`src/rtl/note_scheduler.sv`:
```
// Beat-paced chart sequencer: fetches one row of the 5-lane note map per tick into a
// scrolling window, then scrolls WINDOW blank rows through before signalling done.
module note_scheduler #(
  parameter int TICK_DIV = 25_000_000,
  parameter int WINDOW   = 8,
  parameter int LANES    = 5
) (
  input  logic                      clk,
  input  logic                      rst_n,
  input  logic                      start,
  input  logic                      pause,
  input  logic                      abort,
  input  logic [10:0]               map_len,
  output logic [99:0]               index_y,
  output logic [2:0]                index_x,
  input  logic [2:0]                data_state,
  output logic [WINDOW*LANES*3-1:0] window,
  output logic [10:0]               row_ptr,
  output logic                      row_strobe,
  output logic                      busy,
  output logic                      done
);
  localparam int ROW_W = LANES * 3;
  localparam int WIN_W = WINDOW * ROW_W;
  localparam int CNT_W = $clog2(TICK_DIV);
  localparam int DRN_W = $clog2(WINDOW + 1);
  localparam logic [CNT_W-1:0] TICK_LAST  = CNT_W'(TICK_DIV - 1);
  localparam logic [DRN_W-1:0] DRAIN_LAST = DRN_W'(WINDOW - 1);
  localparam logic [2:0]       ADDR_LAST  = 3'(LANES - 1);
  localparam logic [2:0]       FETCH_LAST = 3'(LANES + 1);

  typedef enum logic [2:0] {IDLE, WAIT_TICK, FETCH, COMMIT, DRAIN_WAIT, DONE} state_e;

  state_e           state_q;
  logic [CNT_W-1:0] cnt_q;
  logic [2:0]       f_q;
  logic [DRN_W-1:0] drain_q;
  logic [ROW_W-4:0] asm_q;
  logic [WIN_W-1:0] window_q;
  logic [10:0]      row_ptr_q;
  logic [10:0]      index_y_q;
  logic [2:0]       index_x_q;
  logic             row_strobe_q;
  logic             done_q;

  logic             counting;
  logic             tick;
  logic [ROW_W-1:0] commit_row;

  assign counting   = (state_q == WAIT_TICK || state_q == DRAIN_WAIT) && !pause;
  assign tick       = counting && (cnt_q == TICK_LAST);
  // The last lane is still on the ROM output during the final fetch cycle.
  assign commit_row = {data_state, asm_q};

  assign index_y    = 100'(index_y_q);
  assign index_x    = index_x_q;
  assign window     = window_q;
  assign row_ptr    = row_ptr_q;
  assign row_strobe = row_strobe_q;
  assign busy       = (state_q != IDLE);
  assign done       = done_q;

  // NOTE: the window is a bank of flops, not a RAM, so it is cleared on reset like any
  // other register and the renderer never sees undefined lanes.
  always_ff @(posedge clk or negedge rst_n) begin
    if (!rst_n) begin
      state_q      <= IDLE;
      cnt_q        <= '0;
      f_q          <= '0;
      drain_q      <= '0;
      asm_q        <= '0;
      window_q     <= '0;
      row_ptr_q    <= '0;
      index_y_q    <= '0;
      index_x_q    <= '0;
      row_strobe_q <= 1'b0;
      done_q       <= 1'b0;
    end else begin
      // NOTE: pulse outputs default low here; later assignments in the same block win.
      row_strobe_q <= 1'b0;
      done_q       <= 1'b0;
      if (counting) cnt_q <= tick ? '0 : cnt_q + 1'b1;

      if (abort && state_q != IDLE) begin
        state_q   <= IDLE;
        window_q  <= '0;
        row_ptr_q <= '0;
        cnt_q     <= '0;
        f_q       <= '0;
        drain_q   <= '0;
        index_y_q <= '0;
        index_x_q <= '0;
      end else begin
        unique case (state_q)
          IDLE: begin
            if (start && !abort) begin
              state_q   <= WAIT_TICK;
              row_ptr_q <= '0;
              cnt_q     <= '0;
              drain_q   <= '0;
              window_q  <= '0;
            end
          end
          WAIT_TICK, DRAIN_WAIT: begin
            if (tick && state_q == WAIT_TICK && row_ptr_q < map_len) begin
              state_q   <= FETCH;
              f_q       <= '0;
              index_y_q <= row_ptr_q;
              index_x_q <= '0;
            end else if (tick) begin
              // Chart exhausted: every tick scrolls in a blank row until the window is empty.
              window_q     <= {window_q[WIN_W-ROW_W-1:0], {ROW_W{1'b0}}};
              row_strobe_q <= 1'b1;
              if (drain_q == DRAIN_LAST) begin
                state_q <= DONE;
                done_q  <= 1'b1;
              end else begin
                state_q <= DRAIN_WAIT;
                drain_q <= drain_q + 1'b1;
              end
            end
          end
          FETCH: begin
            f_q       <= f_q + 1'b1;
            index_x_q <= (f_q < ADDR_LAST) ? f_q + 1'b1 : 3'd0;
            if (f_q >= 3'd2 && f_q != FETCH_LAST) asm_q <= {data_state, asm_q[ROW_W-4:3]};
            if (f_q == FETCH_LAST) begin
              state_q      <= COMMIT;
              window_q     <= {window_q[WIN_W-ROW_W-1:0], commit_row};
              row_ptr_q    <= row_ptr_q + 1'b1;
              row_strobe_q <= 1'b1;
            end
          end
          COMMIT:  state_q <= WAIT_TICK;
          DONE:    state_q <= IDLE;
          default: state_q <= IDLE;
        endcase
      end
    end
  end
endmodule

```
`config.mk`:
```
export PLATFORM = sky130hd
export DESIGN_NAME = note_scheduler
export DESIGN_NICKNAME = d
export VERILOG_FILES = /design/src/rtl/note_scheduler.sv
export SDC_FILE = /design/constraint.sdc
export NUM_CORES = 1
export LEC_CHECK = 0
export ABC_AREA = 0
export CAP_MARGIN = 20
export CORE_ASPECT_RATIO = 1.2
export CORE_MARGIN = 1
export CORE_UTILIZATION = 40
export DETAILED_ROUTE_END_ITERATION = 6
export GPL_TIMING_DRIVEN = 0
export PLACE_DENSITY = 0.79
export RECOVER_POWER = 25
export SLEW_MARGIN = 25
export SYNTH_ARGS = -nofsm -noshare
export SYNTH_HDL_FRONTEND = slang
export SYNTH_SLANG_ARGS = --single-unit
```
`constraint.sdc`:
```
create_clock -name clk -period 3.8 [get_ports clk]
set_input_delay 0.76 -clock clk [delete_from_list [all_inputs] [get_ports clk]]
set_output_delay 0.76 -clock clk [all_outputs]
set_load 0.01 [all_outputs]
```
Yosys cells after proc, flatten, opt, wreduce, memory -nomap -nowiden
Index checks and enable logic that the tools add are counted.
W data, S select, Z words.
{"block": "classes", "add_sub_neg": 4, "n_lt_le_gt_ge": 3, "n_eq_ne": 15, "mux": 47, "n_bitwise": 1, "reduce_logical": 26}
{"op": "$mux W120", "count": 5}
{"op": "$pmux W120 S3", "count": 1}
{"op": "$mux W25", "count": 5}
{"op": "$mux W11", "count": 6}
{"op": "$mux W3", "count": 9}
{"op": "$add A25 B1 Y25 const B", "count": 1}
{"op": "$eq A25 B25 Y1 const B", "count": 1}
{"op": "$pmux W11 S2", "count": 1}
{"op": "$ne A3 B3 Y1 const B", "count": 7}
{"op": "$mux W4", "count": 5}
{"op": "$pmux W3 S2", "count": 2}
{"op": "$pmux W3 S4", "count": 1}
{"op": "$reduce_bool A3 Y1", "count": 4}
{"op": "$add A11 B1 Y11 const B", "count": 1}
{"op": "$lt A11 B11 Y1", "count": 1}
{"op": "$mux W1", "count": 10}
{"op": "$reduce_and A5 Y1", "count": 2}
{"op": "$reduce_and A3 Y1", "count": 3}
{"op": "$pmux W4 S2", "count": 1}
{"op": "$logic_and A1 B1 Y1", "count": 7}
{"op": "$eq A3 B2 Y1 const B", "count": 2}
{"op": "$eq A3 B3 Y1 const B", "count": 2}
{"op": "$add A4 B1 Y4 const B", "count": 1}
{"op": "$eq A4 B3 Y1 const B", "count": 1}
{"op": "other kinds (14)", "count": 17}
{"block": "word_totals", "reg_bits": 194, "input_bits": 19, "output_inout_bits": 237, "word_cells": 107}

Depth between registers and ports, before layout
Gate-level depths: netlist of run 1.
{"block": "depth", "depth_word": 9, "depth_mapped": 11, "ltp_nobuf": 8}

Worst setup path before layout of run 1
No wires, ideal clock.
{"block": "synth_timing", "path_kind": "input port to flip-flop", "startpoint": "input pause", "endpoint": "register window_q[114], in the netlist window[114]", "setup_time_ps": 121, "arrival_ps": 3403, "required_ps": 3679, "path_slack_ps": 276, "stages": 10, "path_buffers": 4, "cell_sequence": "or2_1 -> or4b_4 -> or4_1 -> buf_2 -> a22o_1 -> or3_1 -> clkbuf_1 -> buf_6 -> buf_6 -> a22o_1"}
{"block": "synth_via", "elab_chain_len": 7}
{"item": "start: declaration", "line_no": "11", "source": "input logic pause,"}
{"item": "$logic_not A1 Y1 *", "line_no": "50", "source": "assign counting = (state_q == WAIT_TICK || state_q == DRAIN_WAIT) && !pause;"}
{"item": "$logic_and A1 B1 Y1 *", "line_no": "50"}
{"item": "$logic_and A1 B1 Y1 *", "line_no": "51", "source": "assign tick = counting && (cnt_q == TICK_LAST);"}
{"item": "$logic_and A1 B1 Y1 (2 in series)", "line_no": "105", "source": "if (tick && state_q == WAIT_TICK && row_ptr_q < map_len) begin"}
{"item": "$ne A3 B3 Y1 (no source line)"}
{"item": "$reduce_and A5 Y1 (no source line) *"}
{"item": "end signal: assignment", "line_no": "112", "source": "window_q <= {window_q[WIN_W-ROW_W-1:0], {ROW_W{1'b0}}};"}
{"item": "end signal: assignment", "line_no": "129", "source": "window_q <= {window_q[WIN_W-ROW_W-1:0], commit_row};"}
{"item": "end: declaration", "line_no": "39", "source": "logic [WIN_W-1:0] window_q;"}
Mark *: on every way between the ends. The rest lies on a longest branch, timed or not.
A chain may end at the register's enable or synchronous reset.

Worst setup path after layout of run 1
{"block": "layout_timing", "startpoint": "input pause", "endpoint": "register window_q[87], in the netlist window[87]"}
Same word-level chain as after synthesis.

==> results.toml, run 1 <==
[cts]
postCtsHoldBufs = 0
clkSinkCount = 194
htreeDepth = 4
cts_buffers = 17
clock_latency_ns = 0.44
cts.path.max_buffers = 2
cts_root_buf = "clkbuf_16"
clkTransAtPathRegs_ns = 0.08
cts_tree = "built"
post_cts_buffers = 0

[pwr]
worst_ir_drop_vdd_uv = 339
power_density_mw_per_mm2 = 406
comb_power_share_pct = 19.2
sw_frac_of_total_pct = 31.3
p_total_uw = 4840
clkPwrFrac_pct = 37.7
p_seq_share_pct = 43.2
p_switching_uw = 1510
p_int_uw = 3330
power.leakage_uw = 0.00574

[synth]
synthTopCellsByArea = "dfrtp_1, a22o_1, buf_4"
synth_cells = 776
yosys.area.top_type = "dfrtp_1"
synth-compound-area-share_pct = 15.5
synth_ff_type = "dfrtp_1"
synth_cell_types = 54
synthXorXnorAreaFrac_pct = 3.03
synthesis.area_mm2 = 0.00891
synth-adder-area-share_pct = 2.36
synth_edf_count = 0
synth_top_family_by_area = "compound AO/OA/AOI/OAI gates"
synthArstFlopShare_pct = 100
ys_seq_area_share_pct = 54.5
synth_warnings = 0
synth_top_area_share_pct = 54.5
synth.mux.area_fraction_pct = 3.55
ys_ff_latch = 194
synth-simple-area-share_pct = 9.44
avgSynthCellArea_um2 = 11.5

[sta]
fin_crit_ns = 3.67
tightest_slew_ns = 2.16
rsz0062_at_grt = "no"
hold_viol = 0
max_freq_mhz = 273
hold_slack_ns = 0.501
finalClockSkew_ns = 0.0186
finalCritPeriodShare_pct = 96.5
setup_viol = 0
maxSlewViolCount = 43
relSlewSlack_pct = -44.3

[layout]
fin_area_mm2 = 0.0119
drive_above_1_share_pct = 16.0
layoutNonFillerInstCount = 1338
final_util_pct = 54.7
fin_nets = 1085
synthToLayoutAreaGrowth_pct = 33.8
fillers = 1875

[global_routing]
gr-usage-all-layers_pct = 19.8
antenna_found_initial = 2
grt_pass1_wl_um = 35600
grt_max_degree = 80
grt_pass1_vias = 6663
grt_overflow = 0

[placed_design]
postPlaceCellArea_mm2 = 0.0113
port_buffers = 166
hpwl_um = 16700
dpl.cell_count = 1306
gp_congestion = 0.885

[run]
maxCapViolCount = 1

[setup_path]
critPathLaunchType = "primary input"
cp_common_cell = "buf_6"
max_stage_delay_ns = 0.55
end_kind = "register"
worstPathArrival_ns = 3.98
path_cells = "clkdlybuf4s50_1, or2_4, or4b_4, or4_1, buf_4, a22o_4, or3_1, buf_6, buf_6, a22o_1"
crit_type = "in2reg"
crit_slowest_cell = "or4b_4"
crit_family = "simple AND/OR/NAND/NOR gates"
path_buf_inv = 4
cp_data_required_time_ns = 4.12
cp_max_fo = 10

[die]
die_w_um = 138
initial_core_util_pct = 40.9
core_mm2 = 0.0218
die-area_mm2 = 0.0229
row_count = 59
die_h_um = 165
io_pins = 256

[route]
avgViaCountPerCell = 5.02
drc = 92
wire_per_inst_um = 16.4
ant_nets = 0
dr.pass1.iters = 7
via_count = 6714
drt_wl_total_um = 22000
drt_iter0_drc = 349

[hold_path]
holdCritPathClass = "reg2reg"

[status]
violations = "DRC, capacitance limit, slew limit"
status = "complete, but fails checks"
==> layout make-up <==
cell class	instances	area [um^2]	share of cell area, %
well taps	274	343	2.88
clock buffers	17	425	3.57
clock inverters	15	199	1.67
multi-input cells	509	3390	28.4
repair buffers	168	1670	14.0
diodes	1	2.50	0.0210
inverters	33	124	1.04
plain buffers	127	916	7.68
flip-flops and latches	194	4850	40.7
==> routing by layer <==
layer | GRT usage (%) | part of all wire (%) | vias to the layer above
met1 | 22.9 | 39 | 3315
met2 | 35.9 | 52 | 233
met4 | 6.59 | 1.7 | 2
met5 | 0 | 0.077 | -
li1 | - | - | 3133
met3 | 5.25 | 6.8 | 31
==> power by group through the flow <==
stage	registers, uW	clock network (uW)	logic, uW
6_report	2090	1820	928
5_1_grt	2090	1950	1010
3_3_place_gp	2130	0	893
4_1_cts	2090	1850	931
2_1_floorplan	2130	0	666
3_5_place_dp	2130	0	921
==> state kept, by name, indices dropped and copies added (netlist names) <==
signal / count
drain_q: 4
done: 1
cnt_q: 25
index_y_q: 11
row_ptr: 11
row_strobe: 1
asm_q: 12
state_q: 3
f_q: 3
window: 120
index_x: 3
==> path summary, 6_finish.rpt <==
kind / start / to / slack (ns) / depth (start not counted)
max in group asynchronous: rst_n / f_q[0]$_DFFE_PN0P_ / 0.68 / 2
worst min-delay path: window[118]$_DFFE_PN0P_ / window[118]$_DFFE_PN0P_ / 0.50 / 1
worst max-delay path: pause / window[87]$_DFFE_PN0P_ / 0.13 / 10
worst min register to register: window[118]$_DFFE_PN0P_ / window[118]$_DFFE_PN0P_ / 0.50 / 1
min in group asynchronous: rst_n / window[117]$_DFFE_PN0P_ / 0.94 / 1
worst max register to register: state_q[0]$_DFFE_PN0P_ / window[87]$_DFFE_PN0P_ / 0.37 / 10
==> cells in the mapped netlist, types with 3 or more instances <==
cell        n
buf_4      90
nand3_1    19
and2_1      3
and3_1      7
o31ai_1     4
xor2_1     17
buf_6      12
nor3_1      9
nor4_1      7
inv_1      33
nor2_1     45
mux2i_1    17
a22o_1    119
nand4_1    13
mux2_2     13
o22ai_1     3
clkbuf_1   18
a21o_1      3
xnor2_1    12
o21ai_0    14
dfrtp_1   194
ha_1       16
buf_1       6
a21oi_1     7
a31oi_1     3
o211ai_1    4
nand2_1    51
==> stage by stage <==
step                 TNS, ns  worst slack, ns
floorplan                  0            0.276
global placement    -1199.89            -5.88
detailed placement    -68.34           -0.729
CTS                        0          0.00938
global route               0           0.0281
finish                     0            0.133
==> what timing repair did <==
action / CTS / global route
resized for setup: 5 / 8
setup endpoints to repair: 75 / 120
gates cloned: 0 / 0
==> logic make-up after synthesis <==
logic type	Yosys count
buf+inv	161
fa+ha+maj	17
compound gates	169
xor+xnor	30
other cells	1
simple gates	174
flops	194
mux	30
==> layout by cell type (no fill, tap or decap), types with 6 or more instances in the layout <==
cell / synthesis / final
dfrtp_1: 194 / 194
nand2_1: 51 / 51
xor2_1: 17 / 17
xnor2_1: 12 / 12
clkinv_8: 0 / 7
nor3_1: 9 / 9
nor2_1: 45 / 45
o21ai_0: 14 / 13
a21oi_1: 7 / 7
clkdlybuf4s50_1: 0 / 165
inv_1: 33 / 33
mux2i_1: 17 / 17
a22o_1: 119 / 118
nor4_1: 7 / 6
buf_4: 90 / 91
nand4_1: 13 / 13
clkbuf_1: 18 / 18
nand3_1: 19 / 19
ha_1: 16 / 16
clkbuf_16: 0 / 17
and3_1: 7 / 7
conb_1: 1 / 89
mux2_2: 13 / 13
buf_6: 12 / 12
Power figures use the tool's default switching activity.
==> run 2: changes to the inputs <==
- PLACE_DENSITY: 0.79 -> 0.67
==> run 2 against run 1 <==
The flow still finishes with violations (DRC, capacitance limit, slew limit); largest power group unchanged; via count fell by 2.0%; clock-buffer cell count unchanged; hold slack got worse by 0.020 ns; largest cell class unchanged; combinational power about the same.
==> results.toml, run 2 (same netlist as run 1, synthesis figures left out) <==
[cts]
cts_tree = "built"
clkTransAtPathRegs_ns = 0.07
htreeDepth = 4
clkSinkCount = 194
post_cts_buffers = 0
cts_buffers = 17
cts.path.max_buffers = 2
cts_root_buf = "clkbuf_16"
clock_latency_ns = 0.44

[placed_design]
hpwl_um = 16200
dp_slack_ns = -0.602
dpl.cell_count = 1306
port_buffers = 166
gp_congestion = 0.850

[setup_path]
critPathLaunchType = "primary input"
cp_max_fo = 10
worstRegToRegCells = 10
reg2reg_from = "state_q[1]$_DFFE_PN0P_"
r2r_slack_ns = 0.28
timing.rr.end = "window[118]$_DFFE_PN0P_"
worstPathArrival_ns = 4.05
end_kind = "register"
crit_type = "in2reg"
cp_data_required_time_ns = 4.12

[status]
violations = "DRC, capacitance limit, slew limit"
status = "complete, but fails checks"

[layout]
largest_register_ffs = 120
drive_above_1_share_pct = 15.9
n_antenna_cell = 0
final_common_cell = "dfrtp_1"
fillers = 1921
final_cell_mix = "dfrtp_1, clkdlybuf4s50_1, a22o_1, buf_4, conb_1"
multi_input_area_mm2 = 0.00338
fin_nets = 1086
synthToLayoutAreaGrowth_pct = 34.1
layoutNonFillerInstCount = 1338
regArea_mm2 = 0.00485

[route]
drt_wl_total_um = 21500
ant_nets = 0
drt_iter0_drc = 363
via_count = 6577
wire_per_inst_um = 16.1
avgViaCountPerCell = 4.92
dr.pass1.iters = 7
drc = 44

[die]
row_count = 59
core_mm2 = 0.0218
initial_core_util_pct = 40.9
die_h_um = 165
io_pins = 256
die-area_mm2 = 0.0229
die_w_um = 138

[pwr]
worst_ir_drop_vdd_uv = 320
p_total_uw = 4820
power_density_mw_per_mm2 = 404
power.leakage_uw = 0.00575

[global_routing]
gr-usage-all-layers_pct = 19.2
grt_overflow = 0
grt_max_degree = 92
antenna_found_initial = 0
grt_pass1_vias = 6316
grt_pass1_wl_um = 34000

[sta]
setup_viol = 0
hold_viol = 0
tns_ns = 0
finalCritPeriodShare_pct = 98.0
tightest_slew_ns = 2.75
setup_slack_ns = 0.0777
maxSlewViolCount = 51
finalClockSkew_ns = 0.0194
relSlewSlack_pct = -83.4
max_freq_mhz = 269
fin_crit_ns = 3.72

[hold_path]
hold_depth = 1
holdCritPathClass = "reg2reg"
min_from = "index_x[1]$_DFFE_PN0P_"
worstHoldEndpoint = "index_x[1]$_DFFE_PN0P_"

[run]
maxCapViolCount = 1
-- run 2: cell type report --
| class | count | share of cell area, % |
|---|---|---|
| flip-flops and latches | 194 | 40.6 |
| multi-input cells | 509 | 28.3 |
| repair buffers | 168 | 14.3 |
| plain buffers | 128 | 7.70 |
| clock buffers | 17 | 3.56 |
| well taps | 274 | 2.87 |
| clock inverters | 15 | 1.55 |
| inverters | 33 | 1.04 |
-- run 2: worst max path at each step --
stage / from / end / slack (ns) / depth (start not counted)
2_1_floorplan: pause / window[114]$_DFFE_PN0P_ / 0.28 / 10
3_3_place_gp: rst_n / index_y_q[0]$_DFFE_PN0P_ / -6.16 / 1
3_5_place_dp: pause / window[26]$_DFFE_PN0P_ / -0.60 / 9
4_1_cts: pause / window[25]$_DFFE_PN0P_ / 0.05 / 10
5_1_grt: pause / window[12]$_DFFE_PN0P_ / -0.0005 / 10
6_report: pause / window[118]$_DFFE_PN0P_ / 0.08 / 11
-- run 2: stage by stage --
stage          hold slack, ns  area (um^2)  util, %
2_1_floorplan           0.464         9240        -
3_3_place_gp            0.465        11200     51.6
3_5_place_dp            0.475        11300     51.9
4_1_cts                 0.212        11900     54.8
5_1_grt                 0.516        11900     54.9
6_report                0.482        11900     54.9
-- run 2: routing by layer --
metal / part of all wire, % / GRT usage [%] / vias to the layer above / wire length (um)
li1: - / - / 3137 / -
met1: 40 / 22.6 / 3229 / 8700
met2: 52 / 34.7 / 189 / 11200
met3: 5.9 / 3.98 / 22 / 1260
met4: 1.7 / 6.95 / 0 / 356
met5: 0 / 0 / - / 0
-- run 2: timing repair --
action | in CTS | in global routing
gates resized for setup | 4 | 8
endpoints found under the hold margin | 0 | 0
setup endpoints to repair | 75 | 51
hold buffers | 0 | 0
-- run 2: worst max-delay path, stage by stage --
cell and delay [ns]:
clkdlybuf4s50_1 0.40, or2_1 0.26, or4b_4 0.55, or4_1 0.53, buf_4 0.19, a22o_4 0.28
or3_1 0.41, clkbuf_1 0.14, buf_6 0.16, buf_6 0.16, a22o_1 0.19
-- run 2: report_power, final --
| group | total (uW) | internal [uW] | switching, uW | leakage, uW |
|---|---|---|---|---|
| Sequential | 2090 | 2080 | 9.72 | 0.00271 |
| Combinational | 931 | 348 | 583 | 0.00275 |
| Clock | 1800 | 894 | 908 | 0.000292 |
==> run 3: changes to the inputs <==
- HOLD_SLACK_MARGIN: unset -> 0.06
- clock period: 3.8 -> 3.9 ns (I/O delays scaled with it)
==> run 3 against run 2 <==
The run still ends with DRC, capacitance limit, slew limit left; clock-buffer cell count unchanged; utilization fell by 0.13 points; wire length about the same; register-to-register slack better by 0.06 ns; cell count stayed put; die area stayed put; sequential cell count did not move; power is 2.8% lower; cell area shrank 0.24%; largest cell class unchanged.
==> results.toml, run 3 (same netlist as run 1, synthesis figures left out) <==
[die]
die_h_um = 165
initial_core_util_pct = 40.9
die_w_um = 138
die-area_mm2 = 0.0229
core_mm2 = 0.0218
io_pins = 256
row_count = 59

[global_routing]
antenna_found_initial = 0
grt_pass1_vias = 6315
gr-usage-all-layers_pct = 19.2
grt_max_degree = 92
grt_pass1_wl_um = 34000
grt_overflow = 0

[cts]
htreeDepth = 4
cts.path.max_buffers = 2
post_cts_buffers = 0
clkSinkCount = 194
clkTransAtPathRegs_ns = 0.07
cts_buffers = 17
cts_root_buf = "clkbuf_16"
clock_latency_ns = 0.44
postCtsHoldBufs = 0
cts_tree = "built"

[route]
ant_nets = 0
drt_iter0_drc = 347
wire_per_inst_um = 16.1
drc = 44
avgViaCountPerCell = 4.91
dr.pass1.iters = 7
drt_wl_total_um = 21500
via_count = 6567

[sta]
finalCritPeriodShare_pct = 97.0
maxSlewViolCount = 51
relSlewSlack_pct = -83.3
hold_viol = 0
tightest_slew_ns = 2.75
max_freq_mhz = 264
rsz0062_at_grt = "no"
finalClockSkew_ns = 0.0191
setup_viol = 0
fin_crit_ns = 3.78

[setup_path]
cp_common_cell = "a22o_1"
critPathLaunchType = "primary input"
path_cells = "clkdlybuf4s50_1, or2_1, or4b_4, or4_1, buf_2, a22o_1, or3_1, clkbuf_1, buf_1, a22o_1"
end_kind = "register"
cp_max_fo = 10
cp_data_required_time_ns = 4.22
crit_type = "in2reg"
max_stage_delay_ns = 0.55
worstPathArrival_ns = 4.10
crit_slowest_cell = "or4b_4"

[status]
status = "complete, but fails checks"
violations = "DRC, capacitance limit, slew limit"

[layout]
final_util_pct = 54.7
drive_above_1_share_pct = 15.5
largest_register_ffs = 120
final_common_cell = "dfrtp_1"
layoutNonFillerInstCount = 1338
fin_nets = 1086
synthToLayoutAreaGrowth_pct = 33.8
final_cell_mix = "dfrtp_1, clkdlybuf4s50_1, a22o_1, buf_4, conb_1"
n_antenna_cell = 0

[run]
maxCapViolCount = 1

[pwr]
power_density_mw_per_mm2 = 393
power.leakage_uw = 0.00573
worst_ir_drop_vdd_uv = 311

[placed_design]
gp_congestion = 0.850
dpl.cell_count = 1306
hpwl_um = 16200
port_buffers = 166

[hold_path]
holdCritPathClass = "reg2reg"
==> run 3: layout make-up <==
class | count | area, um^2
fillers | 1922 | 9860
flip-flops and latches | 194 | 4850
multi-input cells | 509 | 3380
repair buffers | 168 | 1700
plain buffers | 128 | 913
clock buffers | 17 | 425
well taps | 274 | 343
clock inverters | 15 | 185
inverters | 33 | 124
==> run 3: through the flow <==
step	total power (uW)	worst slack, ns	setup TNS, ns	hold WS (ns)	cell area [um^2]
2_1_floorplan	2720	0.356	0	0.479	9240
3_3_place_gp	2960	-6.08	-1219.36	0.465	11200
3_5_place_dp	2980	-0.522	-51.09	0.475	11300
4_1_cts	4740	0.0476	0	0.232	11900
5_1_grt	4900	0.0110	0	0.516	11900
6_report	4690	0.118	0	0.482	11900
==> run 3: critical path: cells and delay by family <==
family	cells	cell delay, ns
AOI/OAI and AO/OA	2	0.55
buffers and inverters	4	1.01
and+or+nand+nor	4	1.74
==> run 3: power by group <==
part | internal (uW) | leakage (uW) | switching, uW | total [uW]
combinational | 331 | 0.00273 | 565 | 896
clock | 872 | 0.000292 | 885 | 1760
sequential | 2030 | 0.00271 | 9.45 | 2030
total | 3230 | 0.00573 | 1460 | 4690
==> run 3: metal layers <==
| metal | vias to the layer above | wire length (um) | GRT usage [%] | part of all wire, % |
|---|---|---|---|---|
| met5 | - | 0 | 0 | 0 |
| met4 | 0 | 272 | 6.95 | 1.3 |
| met3 | 18 | 1240 | 3.98 | 5.8 |
| met2 | 187 | 11200 | 34.7 | 52 |
| met1 | 3219 | 8750 | 22.6 | 41 |
| li1 | 3143 | - | - | - |
==> run 3: worst paths after layout <==
check                                     endpoint  cells past startpoint                    from  slack, ns
max                         window[25]$_DFFE_PN0P_                     10                   pause       0.12
min                         index_x[1]$_DFFE_PN0P_                      1  index_x[1]$_DFFE_PN0P_       0.48
max reg2reg                 window[25]$_DFFE_PN0P_                      9  state_q[1]$_DFFE_PN0P_       0.34
min reg2reg                 index_x[1]$_DFFE_PN0P_                      1  index_x[1]$_DFFE_PN0P_       0.48
max in group asynchronous   window[37]$_DFFE_PN0P_                      3                   rst_n       0.65
min in group asynchronous  window[115]$_DFFE_PN0P_                      1                   rst_n       1.21
==> run 3: timing repair <==
action                                  CTS  global route
resized for setup                         3             3
endpoints found under the setup margin   30            40
hold endpoints to repair                  0             0
